==> config.mk <==
export PLATFORM = sky130hd
export DESIGN_NAME = rv_test_monitor_flat
export DESIGN_NICKNAME = d
export VERILOG_FILES = /design/src/rtl/rv_test_monitor_pkg.sv /design/src/rtl/rv_test_monitor_if.sv /design/src/rtl/rv_test_monitor_satcnt.sv /design/src/rtl/rv_test_monitor.sv /design/src/flat_wrapper.sv
export SDC_FILE = /design/constraint.sdc
export NUM_CORES = 1
export LEC_CHECK = 0
export BUFFER_PORTS_ARGS = -buffer_cell sky130_fd_sc_hd__buf_2
export CAP_MARGIN = 15
export CORE_AREA = 3 3 105 107
export CTS_BUF_LIST = sky130_fd_sc_hd__clkbuf_4
export DETAILED_ROUTE_END_ITERATION = 8
export DIE_AREA = 0 0 108 110
export PLACE_DENSITY = 0.91
export RECOVER_POWER = 100
export SYNTH_ARGS = -nofsm -noshare
export SYNTH_HDL_FRONTEND = slang
export SYNTH_SLANG_ARGS = --single-unit
==> constraint.sdc <==
create_clock -name clk_i -period 5.85 [get_ports clk_i]
set_clock_uncertainty 0.2 [all_clocks]
set_input_delay 1.755 -clock clk_i [delete_from_list [all_inputs] [get_ports clk_i]]
set_output_delay 1.755 -clock clk_i [all_outputs]
set_load 0.05 [all_outputs]
==> src/rtl/rv_test_monitor_pkg.sv <==
// Shared types and constants for the rvlife end-of-test monitor.
// Holds the monitor state encoding and the RISC-V ABI register indices it snoops.
`timescale 1ns/1ps
package rv_mon_pkg;

    typedef enum logic [2:0] {
        ST_RUN,
        ST_SETTLE,
        ST_PASS,
        ST_FAIL,
        ST_TMO
    } mon_state_e;

    localparam int unsigned REG_GP  = 3;
    localparam int unsigned REG_S10 = 26;
    localparam int unsigned REG_S11 = 27;

    function automatic logic is_terminal(input mon_state_e s);
        return (s == ST_PASS) || (s == ST_FAIL) || (s == ST_TMO);
    endfunction

endpackage

==> src/rtl/rv_test_monitor_if.sv <==
// Register-file write-back port plus retire pulse, as seen by the test monitor.
// The core drives the master side; the monitor only listens on the slave side.
`timescale 1ns/1ps
interface rv_mon_if #(
    parameter int unsigned XLEN = 32
) ();

    logic            wb_en;
    logic [4:0]      wb_addr;
    logic [XLEN-1:0] wb_data;
    logic            retire;

    modport master (output wb_en, wb_addr, wb_data, retire);
    modport slave  (input  wb_en, wb_addr, wb_data, retire);

endinterface

==> src/rtl/rv_test_monitor_satcnt.sv <==
// Saturating up-counter with synchronous clear and count enable.
// Used for the watchdog and for the optional cycle/retire counters.
`timescale 1ns/1ps
module rv_mon_satcnt #(
    parameter int unsigned W = 16
) (
    input  logic         clk_i,
    input  logic         rstn_i,
    input  logic         clr_i,
    input  logic         en_i,
    output logic [W-1:0] cnt_o
);

    logic [W-1:0] cnt_q;
    logic [W-1:0] cnt_d;

    // Clear beats enable; the count sticks at all-ones instead of wrapping.
    always_comb begin
        cnt_d = cnt_q;
        if (clr_i) begin
            cnt_d = '0;
        end else if (en_i && (cnt_q != '1)) begin
            cnt_d = cnt_q + W'(1);
        end
    end

    always_ff @(posedge clk_i or negedge rstn_i) begin
        if (!rstn_i) begin
            cnt_q <= '0;
        end else begin
            cnt_q <= cnt_d;
        end
    end

    assign cnt_o = cnt_q;

endmodule

==> src/rtl/rv_test_monitor.sv <==
// End-of-test monitor: snoops write-back, shadows done/pass/test-number registers, reports sticky status.
// Optional cycle/retire counters are built only when RV_MON_PERF_EN is defined.
`timescale 1ns/1ps
module rv_test_monitor
    import rv_mon_pkg::*;
#(
    parameter int unsigned XLEN     = 32,
    parameter int unsigned DONE_REG = REG_S10,
    parameter int unsigned PASS_REG = REG_S11,
    parameter int unsigned TNUM_REG = REG_GP,
    parameter int unsigned TMO_W    = 16,
    parameter int unsigned TMO_CYC  = 5000
) (
    input  logic            clk_i,
    input  logic            rstn_i,
    rv_mon_if.slave         wb,
    output logic            mon_done_o,
    output logic            mon_pass_o,
    output logic            mon_fail_o,
    output logic            mon_timeout_o,
    output logic [XLEN-1:0] fail_tnum_o,
    output logic [31:0]     cycle_cnt_o,
    output logic [31:0]     retire_cnt_o
);

    localparam logic [TMO_W-1:0] WDOG_LAST = TMO_W'(TMO_CYC - 1);

    mon_state_e      state_q, state_d;
    logic [XLEN-1:0] passSh_q, tnumSh_q, failTnum_q, failTnum_d;
    logic            done_q, pass_q, fail_q, tmo_q;
    logic [TMO_W-1:0] wdogCnt;
    logic            wbValid, doneDet, passWr, tnumWr, inRun, inActive;
    logic [XLEN-1:0] effPass, effTnum;

    // x0 writes never reach the shadows or the done detector, whatever the index parameters say.
    always_comb begin
        wbValid  = wb.wb_en && (wb.wb_addr != 5'd0);
        doneDet  = wbValid && (wb.wb_addr == 5'(DONE_REG)) && (wb.wb_data == XLEN'(1));
        passWr   = wbValid && (wb.wb_addr == 5'(PASS_REG));
        tnumWr   = wbValid && (wb.wb_addr == 5'(TNUM_REG));
        effPass  = passWr ? wb.wb_data : passSh_q;
        effTnum  = tnumWr ? wb.wb_data : tnumSh_q;
        inRun    = (state_q == ST_RUN);
        inActive = (state_q == ST_RUN) || (state_q == ST_SETTLE);
    end

    // Done outranks the watchdog; SETTLE waits one cycle so a late pass/tnum write still counts.
    always_comb begin
        state_d    = state_q;
        failTnum_d = failTnum_q;
        case (state_q)
            ST_RUN: begin
                if (doneDet) begin
                    state_d = ST_SETTLE;
                end else if (wdogCnt == WDOG_LAST) begin
                    state_d = ST_TMO;
                end
            end
            ST_SETTLE: state_d = (effPass == XLEN'(1)) ? ST_PASS : ST_FAIL;
            default:   state_d = state_q;
        endcase
        if (is_terminal(state_d) && !is_terminal(state_q)) begin
            failTnum_d = effTnum;
        end
    end

    always_ff @(posedge clk_i or negedge rstn_i) begin
        if (!rstn_i) begin
            state_q    <= ST_RUN;
            passSh_q   <= '0;
            tnumSh_q   <= '0;
            failTnum_q <= '0;
            done_q     <= 1'b0;
            pass_q     <= 1'b0;
            fail_q     <= 1'b0;
            tmo_q      <= 1'b0;
        end else begin
            state_q    <= state_d;
            failTnum_q <= failTnum_d;
            if (passWr) passSh_q <= wb.wb_data;
            if (tnumWr) tnumSh_q <= wb.wb_data;
            done_q     <= is_terminal(state_d);
            pass_q     <= (state_d == ST_PASS);
            fail_q     <= (state_d == ST_FAIL);
            tmo_q      <= (state_d == ST_TMO);
        end
    end

    rv_mon_satcnt #(.W(TMO_W)) u_wdog (
        .clk_i  (clk_i),
        .rstn_i (rstn_i),
        .clr_i  (!inRun),
        .en_i   (inRun),
        .cnt_o  (wdogCnt)
    );

`ifdef RV_MON_PERF_EN
    rv_mon_satcnt #(.W(32)) u_cyc_cnt (
        .clk_i  (clk_i),
        .rstn_i (rstn_i),
        .clr_i  (1'b0),
        .en_i   (inActive),
        .cnt_o  (cycle_cnt_o)
    );

    rv_mon_satcnt #(.W(32)) u_ret_cnt (
        .clk_i  (clk_i),
        .rstn_i (rstn_i),
        .clr_i  (1'b0),
        .en_i   (inActive && wb.retire),
        .cnt_o  (retire_cnt_o)
    );
`else
    logic unused_perf;
    assign unused_perf  = inActive ^ wb.retire;
    assign cycle_cnt_o  = '0;
    assign retire_cnt_o = '0;
`endif

    assign mon_done_o    = done_q;
    assign mon_pass_o    = pass_q;
    assign mon_fail_o    = fail_q;
    assign mon_timeout_o = tmo_q;
    assign fail_tnum_o   = failTnum_q;

endmodule

==> src/flat_wrapper.sv <==
// flat-port wrapper written by rule: the top's interface ports become plain ports
module rv_test_monitor_flat import rv_mon_pkg::*;
#(
    parameter int unsigned XLEN     = 32,
    parameter int unsigned DONE_REG = REG_S10,
    parameter int unsigned PASS_REG = REG_S11,
    parameter int unsigned TNUM_REG = REG_GP,
    parameter int unsigned TMO_W    = 16,
    parameter int unsigned TMO_CYC  = 5000
)
  (clk_i, rstn_i, mon_done_o, mon_pass_o, mon_fail_o, mon_timeout_o, fail_tnum_o, cycle_cnt_o, retire_cnt_o, wb_wb_en, wb_wb_addr, wb_wb_data, wb_retire);
  rv_mon_if #(.XLEN(XLEN)) wb_i ();
  input  logic clk_i;
  input  logic rstn_i;
  output logic mon_done_o;
  output logic mon_pass_o;
  output logic mon_fail_o;
  output logic mon_timeout_o;
  output logic [XLEN-1:0] fail_tnum_o;
  output logic [31:0] cycle_cnt_o;
  output logic [31:0] retire_cnt_o;
  input wire logic [$bits(wb_i.wb_en)-1:0] wb_wb_en;
  input wire logic [$bits(wb_i.wb_addr)-1:0] wb_wb_addr;
  input wire logic [$bits(wb_i.wb_data)-1:0] wb_wb_data;
  input wire logic [$bits(wb_i.retire)-1:0] wb_retire;
  assign wb_i.wb_en = wb_wb_en;
  assign wb_i.wb_addr = wb_wb_addr;
  assign wb_i.wb_data = wb_wb_data;
  assign wb_i.retire = wb_retire;
  rv_test_monitor #(.XLEN(XLEN), .DONE_REG(DONE_REG), .PASS_REG(PASS_REG), .TNUM_REG(TNUM_REG), .TMO_W(TMO_W), .TMO_CYC(TMO_CYC)) u_core (.clk_i(clk_i), .rstn_i(rstn_i), .wb(wb_i), .mon_done_o(mon_done_o), .mon_pass_o(mon_pass_o), .mon_fail_o(mon_fail_o), .mon_timeout_o(mon_timeout_o), .fail_tnum_o(fail_tnum_o), .cycle_cnt_o(cycle_cnt_o), .retire_cnt_o(retire_cnt_o));
endmodule
Word level (Yosys, flattened, before mapping)
Index checks and enable logic that the tools add are counted.
- reductions and logical operators: 14
- equal/unequal tests: 15
- multiplexer cells: 8
- add/sub/neg operators: 1
- operators by type and width (operator ; number):
    equality test 32 x 1 -> 1 bit (second input constant) ; 2
    two-way mux 32 bit ; 2
    two-way mux 16 bit ; 2
    adder 16 x 1 -> 16 bit (second input constant) ; 1
    equality test 16 x 13 -> 1 bit (second input constant) ; 1
    != test 16 bit (second input constant) ; 1
    equality test 3 x 2 -> 1 bit (second input constant) ; 4
    equality test 5 bit (second input constant) ; 2
    logical AND 1 bit ; 7
    equality test 3 bit (second input constant) ; 2
    two-way mux 3 bit ; 2
    case mux 3 bit (2 select lines) ; 1
    equality test 5 x 2 -> 1 bit (second input constant) ; 1
    nonzero test 5 bit ; 1
    logical OR 1 bit ; 4
    equality test 3 x 1 -> 1 bit (second input constant) ; 1
    zero test 3 bit ; 1
    != test 2 x 1 -> 1 bit (second input constant) ; 1
    zero test 1 bit ; 1
    two-way mux 1 bit ; 1
- register bits after elaboration: 119
- logic and storage cells: 47
- input bits: 41

Logic depth before layout (Yosys ltp)
- depth after elaboration: 11
- gate-level depth with buffers: 7
- depth with buffers taken out: 6

Hierarchy
From an unflattened synthesis, not the netlist that was laid out.
- cell total of the unflattened synthesis: 434
- area, all modules: 5674.2 µm²
- modules (own cells, without submodules) (module ; area an instance (µm²) ; times used ; seq. area each (µm²) ; cells each):
    rv_test_monitor ; 4732.0 ; 1 ; 2577.5 ; 336
    rv_mon_satcnt ; 942.2 ; 1 ; 400.4 ; 98

Least setup slack after synthesis
Ideal clock, no wire load.
- kind: input-to-reg
- from: in wb_wb_addr[2]
- to: reg u_core.failTnum_q[10], in the netlist u_core.fail_tnum_o[10]
- data arrival time: 3305 ps
- path buffers: 1
- library setup time: 125 ps
- stages on the path: 6
- setup slack: 2220 ps
- cells stage by stage: nand4b_1 -> or3b_2 -> nor4_4 -> o22ai_4 -> buf_6 -> mux2_4
- word-level cells in the longest chain between the ends: 11
- elaborated cells between the ends (all ways): 21
- ends and longest elaborated chain (what ; line ; RTL):
    start: declaration ; flat_wrapper.sv:23 ; input wire logic [$bits(wb_i.wb_addr)-1:0] wb_wb_addr;
    nonzero test 5 bit ; rv_test_monitor.sv:37 ; wbValid = wb.wb_en && (wb.wb_addr != 5'd0);
    logical AND 1 bit ; rv_test_monitor.sv:37 ;
    logical AND 1 bit ; rv_test_monitor.sv:39 ; passWr = wbValid && (wb.wb_addr == 5'(PASS_REG));
    two-way mux 32 bit ; - ;
    equality test 32 x 1 -> 1 bit ; rv_test_monitor.sv:59 ; ST_SETTLE: state_d = (effPass == XLEN'(1)) ? ST_PASS : ST_FAIL;
    two-way mux 1 bit ; rv_test_monitor.sv:59 ;
    case mux 3 bit (2 select lines) ; rv_test_monitor.sv:51 ; case (state_q)
    equality test 3 x 2 -> 1 bit ; rv_test_monitor_pkg.sv:19 ; return (s == ST_PASS) || (s == ST_FAIL) || (s == ST_TMO);
    logical OR 1 bit (2 in a row) ; rv_test_monitor_pkg.sv:19 ;
    logical AND 1 bit ; rv_test_monitor.sv:62 ; if (is_terminal(state_d) && !is_terminal(state_q)) begin
    end signal: assignment ; rv_test_monitor.sv:79 ; failTnum_q <= failTnum_d;
    end: declaration ; rv_test_monitor.sv:29 ; logic [XLEN-1:0] passSh_q, tnumSh_q, failTnum_q, failTnum_d;
Several ways; a longest one is shown, not always the timed one.
A chain may end at the register's enable or synchronous reset.

Worst setup path after layout
- from: in wb_wb_data[29]
- to: reg u_core.failTnum_q[7], in the netlist u_core.fail_tnum_o[7]
- word-level cells in the longest chain between the ends: 8
- elaborated cells between the ends (all ways): 13
- ends and longest elaborated chain (what ; line ; RTL):
    start: declaration ; flat_wrapper.sv:24 ; input wire logic [$bits(wb_i.wb_data)-1:0] wb_wb_data;
    two-way mux 32 bit or equality test 32 x 1 -> 1 bit (tied branches) ; - ;
    equality test 32 x 1 -> 1 bit or logical AND 1 bit (tied branches) ; rv_test_monitor.sv:59, rv_test_monitor.sv:38 ;
    two-way mux 1 bit or two-way mux 3 bit (tied branches) ; rv_test_monitor.sv:59, rv_test_monitor.sv:53 ;
    case mux 3 bit (2 select lines) (*) ; rv_test_monitor.sv:51 ;
    equality test 3 x 2 -> 1 bit ; rv_test_monitor_pkg.sv:19 ;
    logical OR 1 bit ; rv_test_monitor_pkg.sv:19 ;
    logical OR 1 bit (*) ; rv_test_monitor_pkg.sv:19 ;
    logical AND 1 bit (*) ; rv_test_monitor.sv:62 ;
Every way passes the cells marked *; elsewhere a longest branch is shown, timed or not.

==> metrics.md <==
| Metric | Value |
|---|---|
| Commonest non-fill, non-tap cell in the layout | sky130_fd_sc_hd__dfrtp_1 |
| Post-Synth Simple-Gate Area | between 9 and 10% |
| Post-synthesis cell area | between 5000 and 6000 um^2 |
| Hold WC Path Type | flop to flop |
| Cell variety after synth | between 40 and 50 |
| Remaining max-slew budget at the tightest pin | -44.8% |
| Cell Chain, Critical Path | buf_2 > nor4_1 > nand3_1 > nor4_1 > o22ai_1 > buf_4 > mux2_1 |
| Met2 layer wire length in the routed design | about 5.3 mm |
| Detailed-routed wire length on met3 | 765 um |
| Via/cell ratio | between 5 and 6 |
| Vias after detailed routing | 3399 |
| Clock network latency to the later pin of the worst-skew pair | 510 ps |
| Static power due to leakage | 2.78 nW |
| Highest signal layer in the routed design | met4 |
| # diodes | 0 |
| DP Area | around 5800 um^2 |
| Clk sink count | 119 |
| Number of antenna violations at the first check in global routing | 0 |
| Design Area, Final | 5810 um^2 |
| Worst ir drop on vdd | roughly 0.17 mV |
| Share of the synthesized area in the top cell type | 53.5% |
| Wire length of the first global-routing pass | 16.9 mm |
| Share of total power in the clock network | 28.7% |
| Element type at the critical path start | input port |
| Cell at the root of the clock tree | sky130_fd_sc_hd__clkbuf_4 |
| Final hold violations | 0 |
| Slowest CP cell | sky130_fd_sc_hd__nor4_1 |
| HPWL after DPL | 7.65 mm |
| Critical path buffer and inverter count | 2 |
| Biggest cell delay along the critical path | around 570 ps |
| Average footprint of a synthesized cell | 13.2 um^2 |
| Sum of routed wire length over all layers | about 10 mm |
| Num CTS Buffers | 17 |
| Number of post-CTS setup repair buffers | 0 |
| Worst Path Max Fanout | 20 |
| Vias in the first global route | 3486 |
| First-pass DRT Iterations | 4 |
| Largest family of logic cells by synthesized area | multiplexers |
| Portion of the clock cycle consumed by the worst path in the final layout | 73.9% |
| Post-cts hold buffer count | 0 |
| Aggregate global routing overflow | 0 |
| Die Outline Area | between 10000 and 15000 um^2 |
| M1 wire length | roughly 4.3 mm |
| Synthesized instance count | 422 |
| Per-cell routed wire length | 16.2 um |
| Critical path's top delay family | simple AND/OR/NAND/NOR gates |
| Maximum buffer depth of the clock tree | 2 |
| Synth Flop Type | sky130_fd_sc_hd__dfrtp_1 |
| Overall Global Routing Usage | 18.7% |
| Final layout net count | 547 |
| Layout-stage area growth over the synthesis result | 4.34% |
| Fraction of the mapped netlist area in compound gates | 2.23% |
| Number of flops mapped to enable cells by yosys | 0 |
| Seq/Total Area, Yosys | 53.5% |
| Height of the chip | 110 um |
| Type of destination of the critical path | flop |
| Switching power share of the total | roughly 28% |
| Setup repair after global routing missed its margin | no |
| Synth warnings | 0 |
| CORE AREA | 10200 um^2 |
| Total internal power | 1.19 mW |
| Crit path top cell by count | sky130_fd_sc_hd__nor4_1 |
| Biggest area contributors in the synthesized netlist | sky130_fd_sc_hd__dfrtp_1, sky130_fd_sc_hd__mux2_2, sky130_fd_sc_hd__buf_4 |
| Die boundary width | 108 um |
| Violations in the final reports | max-capacitance violations, max-slew violations |
| Boundary Pins | 141 |
| Drt first-iter violations | 123 |
| Post-route DRC | 0 |
| TritonCTS clock tree | done |
| Combinational power share | 14.6% |
| Final-report setup violation count | 0 |
| Largest area contributor in the synthesized netlist | sky130_fd_sc_hd__dfrtp_1 |
| Antenna-violating nets left | 0 |
| Starting density of the core | 54.4% |
| Cell Pwr Density | between 200 and 300 nW/um^2 |
| Routability Congestion | 0.818 |
| Share of final-layout standard cells stronger than drive strength 1 | a little over a fifth |
| Most frequent cells in the layout | sky130_fd_sc_hd__dfrtp_1, sky130_fd_sc_hd__conb_1, sky130_fd_sc_hd__mux2_1 |
| Flops & latches, synth | between 100 and 150 |
| Summed negative setup slack over all endpoints | 0 ps |
| Maximum number of pins on one net before global-route repair | 85 |
| H-tree depth | 4 |
| Clock-pin slew reported for the worst setup and hold paths after clock tree synthesis | 90 ps |
| CP Class | input port to flop |
| Fraction of the mapped netlist area in adder cells | 0.225% |
| Critical path arrival | 4510 ps |
| Required @ worst endpoint | 6040 ps |
| Number of pins exceeding their max-slew limit in the final report | around 150 |
| Post-Synth XOR/XNOR Area | 1.73% |
| Utilization after layout | 56.8% |
| Maximum Capacitance Violations | 3 |
| Max Clk Rate | 0.231 GHz |
| Count of buffers inserted at the top-level ports | 75 |
| Share of synthesized area spent on multiplexers | 21.8% |
| Status | finished with violations |
| Switching power | 0.471 mW |
| Sequential share of power | 56.7% |
| Slew at the pin with the worst max-slew slack | between 2000 and 2500 ps |
| Fraction of registers with async set or reset after synthesis | 100% |
| Post_cts resized | 0 |
| Std cell rows | 37 |
| Final min period | between 4000 and 5000 ps |
registers in the layout (all words and copies together) (netlist names):
signal	cells
u_core.fail_tnum_o	32
u_core.mon_done_o	1
u_core.mon_fail_o	1
u_core.mon_pass_o	1
u_core.mon_timeout_o	1
u_core.passSh_q	32
u_core.state_q	3
u_core.tnumSh_q	32
u_core.u_wdog.cnt_o	16
power by group through the flow:
stage | Clock [mW] | Sequential [mW] | Combinational (mW)
finish | 0.478 | 0.943 | 0.243
global route | 0.532 | 0.951 | 0.262
CTS | 0.492 | 0.944 | 0.255
detailed placement | 0 | 0.960 | 0.255
global placement | 0 | 0.953 | 0.243
floorplan | 0 | 0.951 | 0.225
synth_stat cells (6+ instances only):
library cell / instances
sky130_fd_sc_hd__nand2_1: 16
sky130_fd_sc_hd__mux2_4: 30
sky130_fd_sc_hd__nand3_1: 9
sky130_fd_sc_hd__nor4_1: 18
sky130_fd_sc_hd__mux2_2: 67
sky130_fd_sc_hd__nor2_1: 18
sky130_fd_sc_hd__nor3_1: 6
sky130_fd_sc_hd__dfrtp_1: 119
sky130_fd_sc_hd__clkbuf_1: 8
sky130_fd_sc_hd__a211oi_1: 6
sky130_fd_sc_hd__buf_4: 64
sky130_fd_sc_hd__xnor2_1: 10
path summary, 6_finish.rpt:
| check | from | endpoint | slack, ps | cells after the start |
|---|---|---|---|---|
| min in group asynchronous | rstn_i | u_core.tnumSh_q[22] | 1610 | 1 |
| max | wb_wb_data[29] | u_core.fail_tnum_o[7] | 1530 | 7 |
| min reg2reg | u_core.tnumSh_q[20] | u_core.tnumSh_q[20] | 280 | 1 |
| max in group asynchronous | rstn_i | u_core.tnumSh_q[10] | 2460 | 2 |
| min | u_core.tnumSh_q[20] | u_core.tnumSh_q[20] | 280 | 1 |
| max reg2reg | u_core.u_wdog.cnt_o[5] | u_core.fail_tnum_o[7] | 2110 | 6 |
metrics by stage:
| stage | setup slack [ps] | total power [mW] | hold slack [ps] | std cells |
|---|---|---|---|---|
| finish | 1530 | 1.66 | 283 | 649 |
| global route | 1410 | 1.75 | 312 | 649 |
| CTS | 2070 | 1.69 | 305 | 649 |
| detailed placement | 1500 | 1.22 | 281 | 622 |
| global placement | 1660 | 1.20 | 278 | 622 |
| floorplan | 2220 | 1.18 | 268 | 485 |
logic make-up (layout without fill, tap and decap cells):
logic type,count (synthesis),count (layout)
buffers and inverters,82,110
XOR/XNOR,11,11
multiplexers,98,98
AO/OA/AOI/OAI,17,17
AND/OR/NAND/NOR,93,93
adder cells (fa/ha/maj),1,1
flip-flops,119,119
other,1,64
routing by layer:
| layer | global-route usage (%) | up-vias |
|---|---|---|
| met1 | 23.1 | 1696 |
| met3 | 6.70 | 12 |
| met5 | 0 | - |
| met2 | 29.9 | 163 |
| li1 | - | 1528 |
| met4 | 8.03 | 0 |
final cells by class:
| type | instances | area (um^2) |
|---|---|---|
| clock buffers | 20 | 150 |
| clock inverters | 7 | 60.1 |
| fillers | 850 | 4420 |
| inverters | 4 | 15.0 |
| multi-input cells | 284 | 2080 |
| flip-flops and latches | 119 | 2980 |
| well taps | 136 | 170 |
| repair buffers | 79 | 350 |
No activity file was read; power rests on OpenSTA's default activity.
